$ cat src/rtl/ntt_addr_pkg.sv
// Shared types and arithmetic for the NTT/INTT butterfly address sequencer.
// The lane math works on 32-bit values; callers truncate to LOG_N bits.
package ntt_addr_pkg;

    typedef enum logic [1:0] {
        IDLE,
        RUN,
        GAP
    } state_t;

    localparam int N_DEF     = 256;
    localparam int LOG_N_DEF = 8;
    localparam int LANES_DEF = 2;
    localparam int B         = N_DEF / (2 * LANES_DEF);

    typedef struct packed {
        logic [31:0] addr_a;
        logic [31:0] addr_b;
        logic [31:0] tf;
    } lane_res_t;

    function automatic int beats_per_stage(input int n, input int lanes);
        return n / (2 * lanes);
    endfunction

    // NTT halves the span every stage starting from N/2; INTT doubles it from 1.
    function automatic int unsigned half_log2(input int unsigned s, input int unsigned log_n,
                                              input logic intt);
        return intt ? s : (log_n - 32'd1 - s);
    endfunction

    function automatic lane_res_t lane_calc(input int unsigned s, input int unsigned b,
                                            input logic intt, input int unsigned log_n);
        lane_res_t   r;
        int unsigned lh;
        int unsigned h;
        int unsigned g;
        int unsigned j;
        int unsigned a;
        int unsigned e;
        int unsigned n;
        int unsigned mask;
        n    = 32'd1 << log_n;
        mask = n - 32'd1;
        lh   = half_log2(s, log_n, intt);
        h    = 32'd1 << lh;
        g    = b >> lh;
        j    = b & (h - 32'd1);
        a    = (g << (lh + 32'd1)) + j;
        e    = j << (log_n - 32'd1 - lh);
        r.addr_a = a & mask;
        r.addr_b = (a + h) & mask;
        r.tf     = intt ? ((n - e) & mask) : (e & mask);
        return r;
    endfunction

endpackage

$ cat src/rtl/ntt_addr_lane.sv
// Combinational address/twiddle generator for one butterfly of a stage.
module ntt_addr_lane
    import ntt_addr_pkg::*;
#(
    parameter int LOG_N = 8
) (
    input  logic [LOG_N-1:0] s,
    input  logic [LOG_N-1:0] b,
    input  logic             is_intt,
    output logic [LOG_N-1:0] addr_a,
    output logic [LOG_N-1:0] addr_b,
    output logic [LOG_N-1:0] tf_idx
);

    lane_res_t res;
    logic      unused_hi;

    always_comb begin
        res = lane_calc(32'(s), 32'(b), is_intt, 32'(LOG_N));
    end

    assign addr_a    = res.addr_a[LOG_N-1:0];
    assign addr_b    = res.addr_b[LOG_N-1:0];
    assign tf_idx    = res.tf[LOG_N-1:0];
    assign unused_hi = ^{res.addr_a[31:LOG_N], res.addr_b[31:LOG_N], res.tf[31:LOG_N]};

endmodule

$ cat src/rtl/ntt_addr_seq.sv
// Self-sequencing NTT/INTT address generator: walks all stages after one start,
// emitting LANES butterflies per valid/ready beat with a bubble between stages.
module ntt_addr_seq
    import ntt_addr_pkg::*;
#(
    parameter int N         = 256,
    parameter int LOG_N     = 8,
    parameter int LANES     = 2,
    parameter int STAGE_GAP = 2
) (
    input  logic                   clk,
    input  logic                   reset_n,
    input  logic                   start,
    input  logic                   is_intt,
    output logic                   busy,
    output logic                   out_valid,
    input  logic                   out_ready,
    output logic [LANES*LOG_N-1:0] addr_a,
    output logic [LANES*LOG_N-1:0] addr_b,
    output logic [LANES*LOG_N-1:0] tf_idx,
    output logic [LOG_N-1:0]       stage,
    output logic                   last_in_stage,
    output logic                   last,
    output logic                   done
);

    localparam int               BL         = beats_per_stage(N, LANES);
    localparam logic [LOG_N-1:0] LAST_BEAT  = LOG_N'(BL - 1);
    localparam logic [LOG_N-1:0] LAST_STAGE = LOG_N'(LOG_N - 1);

    state_t                 state_q, state_d;
    logic [LOG_N-1:0]       stage_q, stage_d;
    logic [LOG_N-1:0]       beat_q, beat_d;
    logic [3:0]             gap_q, gap_d;
    logic                   mode_q, mode_d;
    logic                   busy_q, busy_d;
    logic                   valid_q, valid_d;
    logic                   done_q, done_d;
    logic                   lis_q, lis_d;
    logic                   last_q, last_d;
    logic [LANES*LOG_N-1:0] addr_a_q, addr_a_d;
    logic [LANES*LOG_N-1:0] addr_b_q, addr_b_d;
    logic [LANES*LOG_N-1:0] tf_q, tf_d;

    // Coordinates of the beat being loaded this edge; lanes compute from these.
    logic [LOG_N-1:0]       nxt_stage;
    logic [LOG_N-1:0]       nxt_beat;
    logic                   nxt_mode;
    logic                   load;
    logic [LANES*LOG_N-1:0] lane_a;
    logic [LANES*LOG_N-1:0] lane_b;
    logic [LANES*LOG_N-1:0] lane_tf;

    for (genvar gi = 0; gi < LANES; gi++) begin : g_lane
        ntt_addr_lane #(
            .LOG_N(LOG_N)
        ) u_lane (
            .s      (nxt_stage),
            .b      (LOG_N'(32'(nxt_beat) * 32'(LANES) + 32'(gi))),
            .is_intt(nxt_mode),
            .addr_a (lane_a[gi*LOG_N +: LOG_N]),
            .addr_b (lane_b[gi*LOG_N +: LOG_N]),
            .tf_idx (lane_tf[gi*LOG_N +: LOG_N])
        );
    end

    always_comb begin
        state_d   = state_q;
        stage_d   = stage_q;
        beat_d    = beat_q;
        gap_d     = gap_q;
        mode_d    = mode_q;
        busy_d    = busy_q;
        valid_d   = valid_q;
        done_d    = 1'b0;
        lis_d     = lis_q;
        last_d    = last_q;
        addr_a_d  = addr_a_q;
        addr_b_d  = addr_b_q;
        tf_d      = tf_q;
        nxt_stage = stage_q;
        nxt_beat  = beat_q;
        nxt_mode  = mode_q;
        load      = 1'b0;

        case (state_q)
            IDLE: begin
                // The done cycle still sits in IDLE, so it must not accept a start.
                if (start && !done_q) begin
                    nxt_stage = '0;
                    nxt_beat  = '0;
                    nxt_mode  = is_intt;
                    mode_d    = is_intt;
                    load      = 1'b1;
                    busy_d    = 1'b1;
                    valid_d   = 1'b1;
                    state_d   = RUN;
                end
            end
            RUN: begin
                if (valid_q && out_ready) begin
                    if (beat_q != LAST_BEAT) begin
                        nxt_beat = beat_q + 1'b1;
                        load     = 1'b1;
                    end else if (stage_q == LAST_STAGE) begin
                        state_d = IDLE;
                        valid_d = 1'b0;
                        busy_d  = 1'b0;
                        done_d  = 1'b1;
                        lis_d   = 1'b0;
                        last_d  = 1'b0;
                    end else if (STAGE_GAP == 0) begin
                        nxt_stage = stage_q + 1'b1;
                        nxt_beat  = '0;
                        load      = 1'b1;
                    end else begin
                        state_d = GAP;
                        valid_d = 1'b0;
                        gap_d   = 4'(STAGE_GAP - 1);
                    end
                end
            end
            GAP: begin
                if (gap_q == '0) begin
                    nxt_stage = stage_q + 1'b1;
                    nxt_beat  = '0;
                    load      = 1'b1;
                    valid_d   = 1'b1;
                    state_d   = RUN;
                end else begin
                    gap_d = gap_q - 1'b1;
                end
            end
            default: state_d = IDLE;
        endcase

        if (load) begin
            stage_d  = nxt_stage;
            beat_d   = nxt_beat;
            addr_a_d = lane_a;
            addr_b_d = lane_b;
            tf_d     = lane_tf;
            lis_d    = (nxt_beat == LAST_BEAT);
            last_d   = (nxt_beat == LAST_BEAT) && (nxt_stage == LAST_STAGE);
        end
    end

    always_ff @(posedge clk or negedge reset_n) begin
        if (!reset_n) begin
            state_q  <= IDLE;
            stage_q  <= '0;
            beat_q   <= '0;
            gap_q    <= '0;
            mode_q   <= 1'b0;
            busy_q   <= 1'b0;
            valid_q  <= 1'b0;
            done_q   <= 1'b0;
            lis_q    <= 1'b0;
            last_q   <= 1'b0;
            addr_a_q <= '0;
            addr_b_q <= '0;
            tf_q     <= '0;
        end else begin
            state_q  <= state_d;
            stage_q  <= stage_d;
            beat_q   <= beat_d;
            gap_q    <= gap_d;
            mode_q   <= mode_d;
            busy_q   <= busy_d;
            valid_q  <= valid_d;
            done_q   <= done_d;
            lis_q    <= lis_d;
            last_q   <= last_d;
            addr_a_q <= addr_a_d;
            addr_b_q <= addr_b_d;
            tf_q     <= tf_d;
        end
    end

    assign busy          = busy_q;
    assign out_valid     = valid_q;
    assign done          = done_q;
    assign addr_a        = addr_a_q;
    assign addr_b        = addr_b_q;
    assign tf_idx        = tf_q;
    assign stage         = stage_q;
    assign last_in_stage = lis_q;
    assign last          = last_q;

endmodule

$ cat config.mk
export PLATFORM = sky130hd
export DESIGN_NAME = ntt_addr_seq
export DESIGN_NICKNAME = d
export VERILOG_FILES = /design/src/rtl/ntt_addr_pkg.sv /design/src/rtl/ntt_addr_lane.sv /design/src/rtl/ntt_addr_seq.sv
export SDC_FILE = /design/constraint.sdc
export NUM_CORES = 1
export LEC_CHECK = 0
export CORE_MARGIN = 2
export CORE_UTILIZATION = 40
export DETAILED_ROUTE_END_ITERATION = 12
export GPL_TIMING_DRIVEN = 1
export MAX_ROUTING_LAYER = met4
export PLACE_DENSITY = 0.66
export REMOVE_ABC_BUFFERS = 1
export SLEW_MARGIN = 20
export SYNTH_ARGS = -nofsm -noshare
export SYNTH_HDL_FRONTEND = slang
export SYNTH_HIERARCHICAL = 1
export SYNTH_SLANG_ARGS = --single-unit
$ cat constraint.sdc
create_clock -name clk -period 9.6 [get_ports clk]
set_input_delay 1.44 -clock clk [delete_from_list [all_inputs] [get_ports clk]]
set_output_delay 1.44 -clock clk [all_outputs]
set_load 0.05 [all_outputs]
==> results.md <==
- Of the synthesized area, sequential elements account for 20.4%.
- Cells with a size suffix above 1 make up between 10% and 20% of the layout.
- Across all layers, the routed design uses around 9,000 vias.
- In this run the deepest clock path goes through 2 buffers.
- The data required time of the worst path is 9.84 ns.
- The largest fanout on the critical path is 21.
- The critical path class is input pin to register.
- For this run, the leading register cell type out of synthesis is sky130_fd_sc_hd__dfrtp_1.
- In the routed design, unresolved DRC markers number 0.
- The die covers 24,600 um^2.
- Averaged over all synthesized cells, the footprint is about 8.3 um^2.
- The floorplan step defined a core boundary enclosing between 20,000 and 25,000 um^2.
- The clock arrives with around 0.011 ns of skew.
- Setup repair after global routing left no endpoint under its margin.
- The number of DRC markers after the initial detailed-route iteration is 827.
- The flow ran to the end, and the final reports show no timing, DRC or antenna violations.
- The core utilization of the finished layout is 46.9%.
- The slowest stage of the critical path is the sky130_fd_sc_hd__or4b_4 cell.
- The sort of element at the end of the critical path is a register.
- The synthesized design contains 76 register bits.
- Routability-driven placement finished with a final weighted congestion of 0.972.
- The tree is rooted in a sky130_fd_sc_hd__clkbuf_16.
- The first detailed-routing pass ran for 5 iterations.
- The multi-input gate area in the final layout is 6960 um^2.
- In the final routed layout, each cell accounts on average for 17.5 um.
- The count of endpoints failing hold in the final timing report was 0.
- The via count of the first global-routing pass is 8,389.
- The cts-stage hold buffer count is 0.
- The total of warnings raised by yosys is 6.
- The cell class contributing the biggest share of worst-path delay is simple AND/OR/NAND/NOR gates.
- Once placement finished, the instance area stood at 10,400 um^2.
- In the routed layout, each cell is associated on average with a via count of 5.94.
- The arrival time reported for the critical path endpoint is 9.29 ns.
- The tightest min-delay check is of the register to register type.
- Entering global routing, the biggest net connects 77 pins.
- Across the run, the number of max-cap violations was 0.
- Setup violations remaining at the end of the flow were counted as 0.
- The first global-routing pass estimated 43,400 um of wire.
- The initial cell density of the core is between 40 and 50%.
- The routed design could run at a clock period as short as 9.05 ns.
- The initial antenna violation count is 0.
- The storage element area is about 1900 um^2.
- The die extent in y is approximately 160 um.
- On the worst path, the slowest cell contributes a delay of 0.54 ns.
- By instance count, the cell type seen most on the critical path is sky130_fd_sc_hd__ha_1.
- The final setup TNS is 0 ns.
- The transition time at the pin with the least slew margin is roughly 0.90 ns.
- The worst slew margin relative to its limit is around 40%.
- The CTS tree is built.
- During placement, the flow inserted port buffers numbering 65.
- The number of inserted filler cells in the final layout is 2,241.
- The area growth from synthesis to final layout is 14.3%.
- The fraction of post-synthesis cell area in the top cell type by area is 20.4%.
- The H-tree depth is 3.
- The post-place setup slack is 0.119 ns.
- In the post-synthesis netlist, the biggest area contributors are sky130_fd_sc_hd__dfrtp_1, sky130_fd_sc_hd__ha_1, sky130_fd_sc_hd__mux2_2.
- The number of buffers and inverters on the critical path is 3.
- The final clock period utilization by the worst path is 94.3%.
- The worst setup margin is 0.547 ns.
- The worst setup path is launched from an input pin.
- The half-perimeter wire length of the detailed placement result is 19,600 um.
- The total number of placement rows is 55.
- The cell count after synthesis came out at 1,122.
- Summed over all layers, the global routing overflow is 0.
- After synthesis, the netlist uses 111 different library cells.
- sky130_fd_sc_hd__dfrtp_1 takes more of the synthesized area than any other cell.
- The number of enable-type register cells in the synthesized netlist is 0.
- The die boundary width is roughly 160 um.
- Buffers inserted during clock tree synthesis total 9.
- The number of antenna cells inserted is 0.
- The number of pins with negative max-slew slack in the final report is 0.
- The number of sinks on the clock net is 76.
- The total global-route track usage is 22.4%.
- The top achievable clock speed is 0.110 GHz.
- Pin placement for this block handled 66 I/O pins.
- The final-stage net count is 1,263.
- The share of synthesized flip-flops with an asynchronous set or reset is 100%.
- The clock input transition at the sequential cells of the worst setup and hold paths is 0.07 ns.
- At the later pin of the worst-skew pair, clock insertion delay measures 0.36 ns.
- After detailed routing, the total wire length is 26,300 um.
- The post-route antenna net violation count is 0.
- The area of all placed cells without fillers is 10,700 um^2.
- The mapped cell area is 9340 um^2.
==> registers in the layout (all words and copies together) (netlist names) <==
signal / count
done: 1
addr_b: 16
stage: 8
last: 1
beat_q: 8
gap_q: 4
mode_q: 1
addr_a: 16
state_q: 2
out_valid: 1
busy: 1
last_in_stage: 1
tf_idx: 16
==> stage by stage <==
stage / cells / hold slack (ns)
2_1_floorplan: 1075 / 0.489
3_3_place_gp: 1486 / 0.480
3_5_place_dp: 1486 / 0.473
4_1_cts: 1502 / 0.487
5_1_grt: 1502 / 0.517
6_report: 1502 / 0.491
==> cell type report <==
type | count | share of cell area [%]
Tap cell | 313 | 3.67
Clock buffer | 9 | 2.11
Clock inverter | 7 | 0.692
Multi-Input combinational cell | 941 | 65.2
Timing Repair Buffer | 98 | 8.43
Inverter | 58 | 2.04
Sequential cell | 76 | 17.8
==> worst min-delay path, cell delays in order, from the launching register on <==
cell and delay, ns:
sky130_fd_sc_hd__dfrtp_1 0.35, sky130_fd_sc_hd__nand2_1 0.05, sky130_fd_sc_hd__nand2_1 0.06
==> Yosys cell counts (all sizes together) (7+ instances only) <==
master / instances
nand2: 87
nor2: 80
dfrtp: 76
ha: 70
o21ai: 58
inv: 57
mux2: 55
a21oi: 49
xnor2: 48
nand3: 42
nor3: 37
buf: 32
clkbuf: 27
mux2i: 22
nand2b: 22
nand4: 22
nor2b: 22
nor4: 21
or2: 20
xor2: 17
and2: 13
nor4b: 13
a21o: 12
o22ai: 12
or3: 11
o211ai: 10
or4: 10
a31oi: 9
o21bai: 9
o41ai: 9
a22oi: 8
nor3b: 8
o311a: 8
o31ai: 7
==> path summary, 6_finish.rpt <==
check | from | to | slack, ns | cells past startpoint
max in group asynchronous | reset_n | addr_a[6]$_DFFE_PN0P_ | 7.97 | 1
hold reg to reg | busy$_DFFE_PN0P_ | busy$_DFFE_PN0P_ | 0.49 | 2
setup reg to reg | gap_q[0]$_DFFE_PN0P_ | addr_b[15]$_DFFE_PN0P_ | 1.03 | 34
hold / removal | busy$_DFFE_PN0P_ | busy$_DFFE_PN0P_ | 0.49 | 2
setup / recovery | start | addr_b[7]$_DFFE_PN0P_ | 0.55 | 29
min in group asynchronous | reset_n | stage[7]$_DFFE_PN0P_ | 1.12 | 1
==> cells by family (layout without fill, tap and decap cells) <==
group                    Yosys count  count (layout)  synth area share, %
other                              2              14               0.0804
adder cells (fa/ha/maj)           74              74                 10.2
AO/OA/AOI/OAI                    271             271                 21.0
XOR/XNOR                          67              67                 6.90
multiplexers                      81              81                 9.96
flip-flops                        76              76                 20.4
buffers and inverters            117             172                 5.80
AND/OR/NAND/NOR                  434             434                 25.7
==> per-layer routing <==
| layer | global-route usage (%) | share of wire [%] |
|---|---|---|
| met4 | 6.38 | 2.1 |
| met2 | 34.1 | 45 |
| met5 | - | 0 |
| met1 | 31.1 | 47 |
| met3 | 2.85 | 5.5 |
==> placed cells by master, fill, tap and decap left out, drive strengths merged, types with 42 or more instances in the layout <==
master,n
xnor2,48
dfrtp,76
inv,63
clkdlybuf4s50,64
ha,70
mux2,55
nand3,42
nand2,87
a21oi,49
o21ai,58
nor2,80
==> repair_timing <==
| action | 4_1_cts | 5_1_grt |
|---|---|---|
| setup buffers | 0 | 0 |
| endpoints found under the setup margin | 0 | 2 |
| gates resized for setup | 0 | 2 |
Power is left out: the tool's default activity adds up to more than one toggle a clock period on the data nets, which glitch-free logic cannot reach.
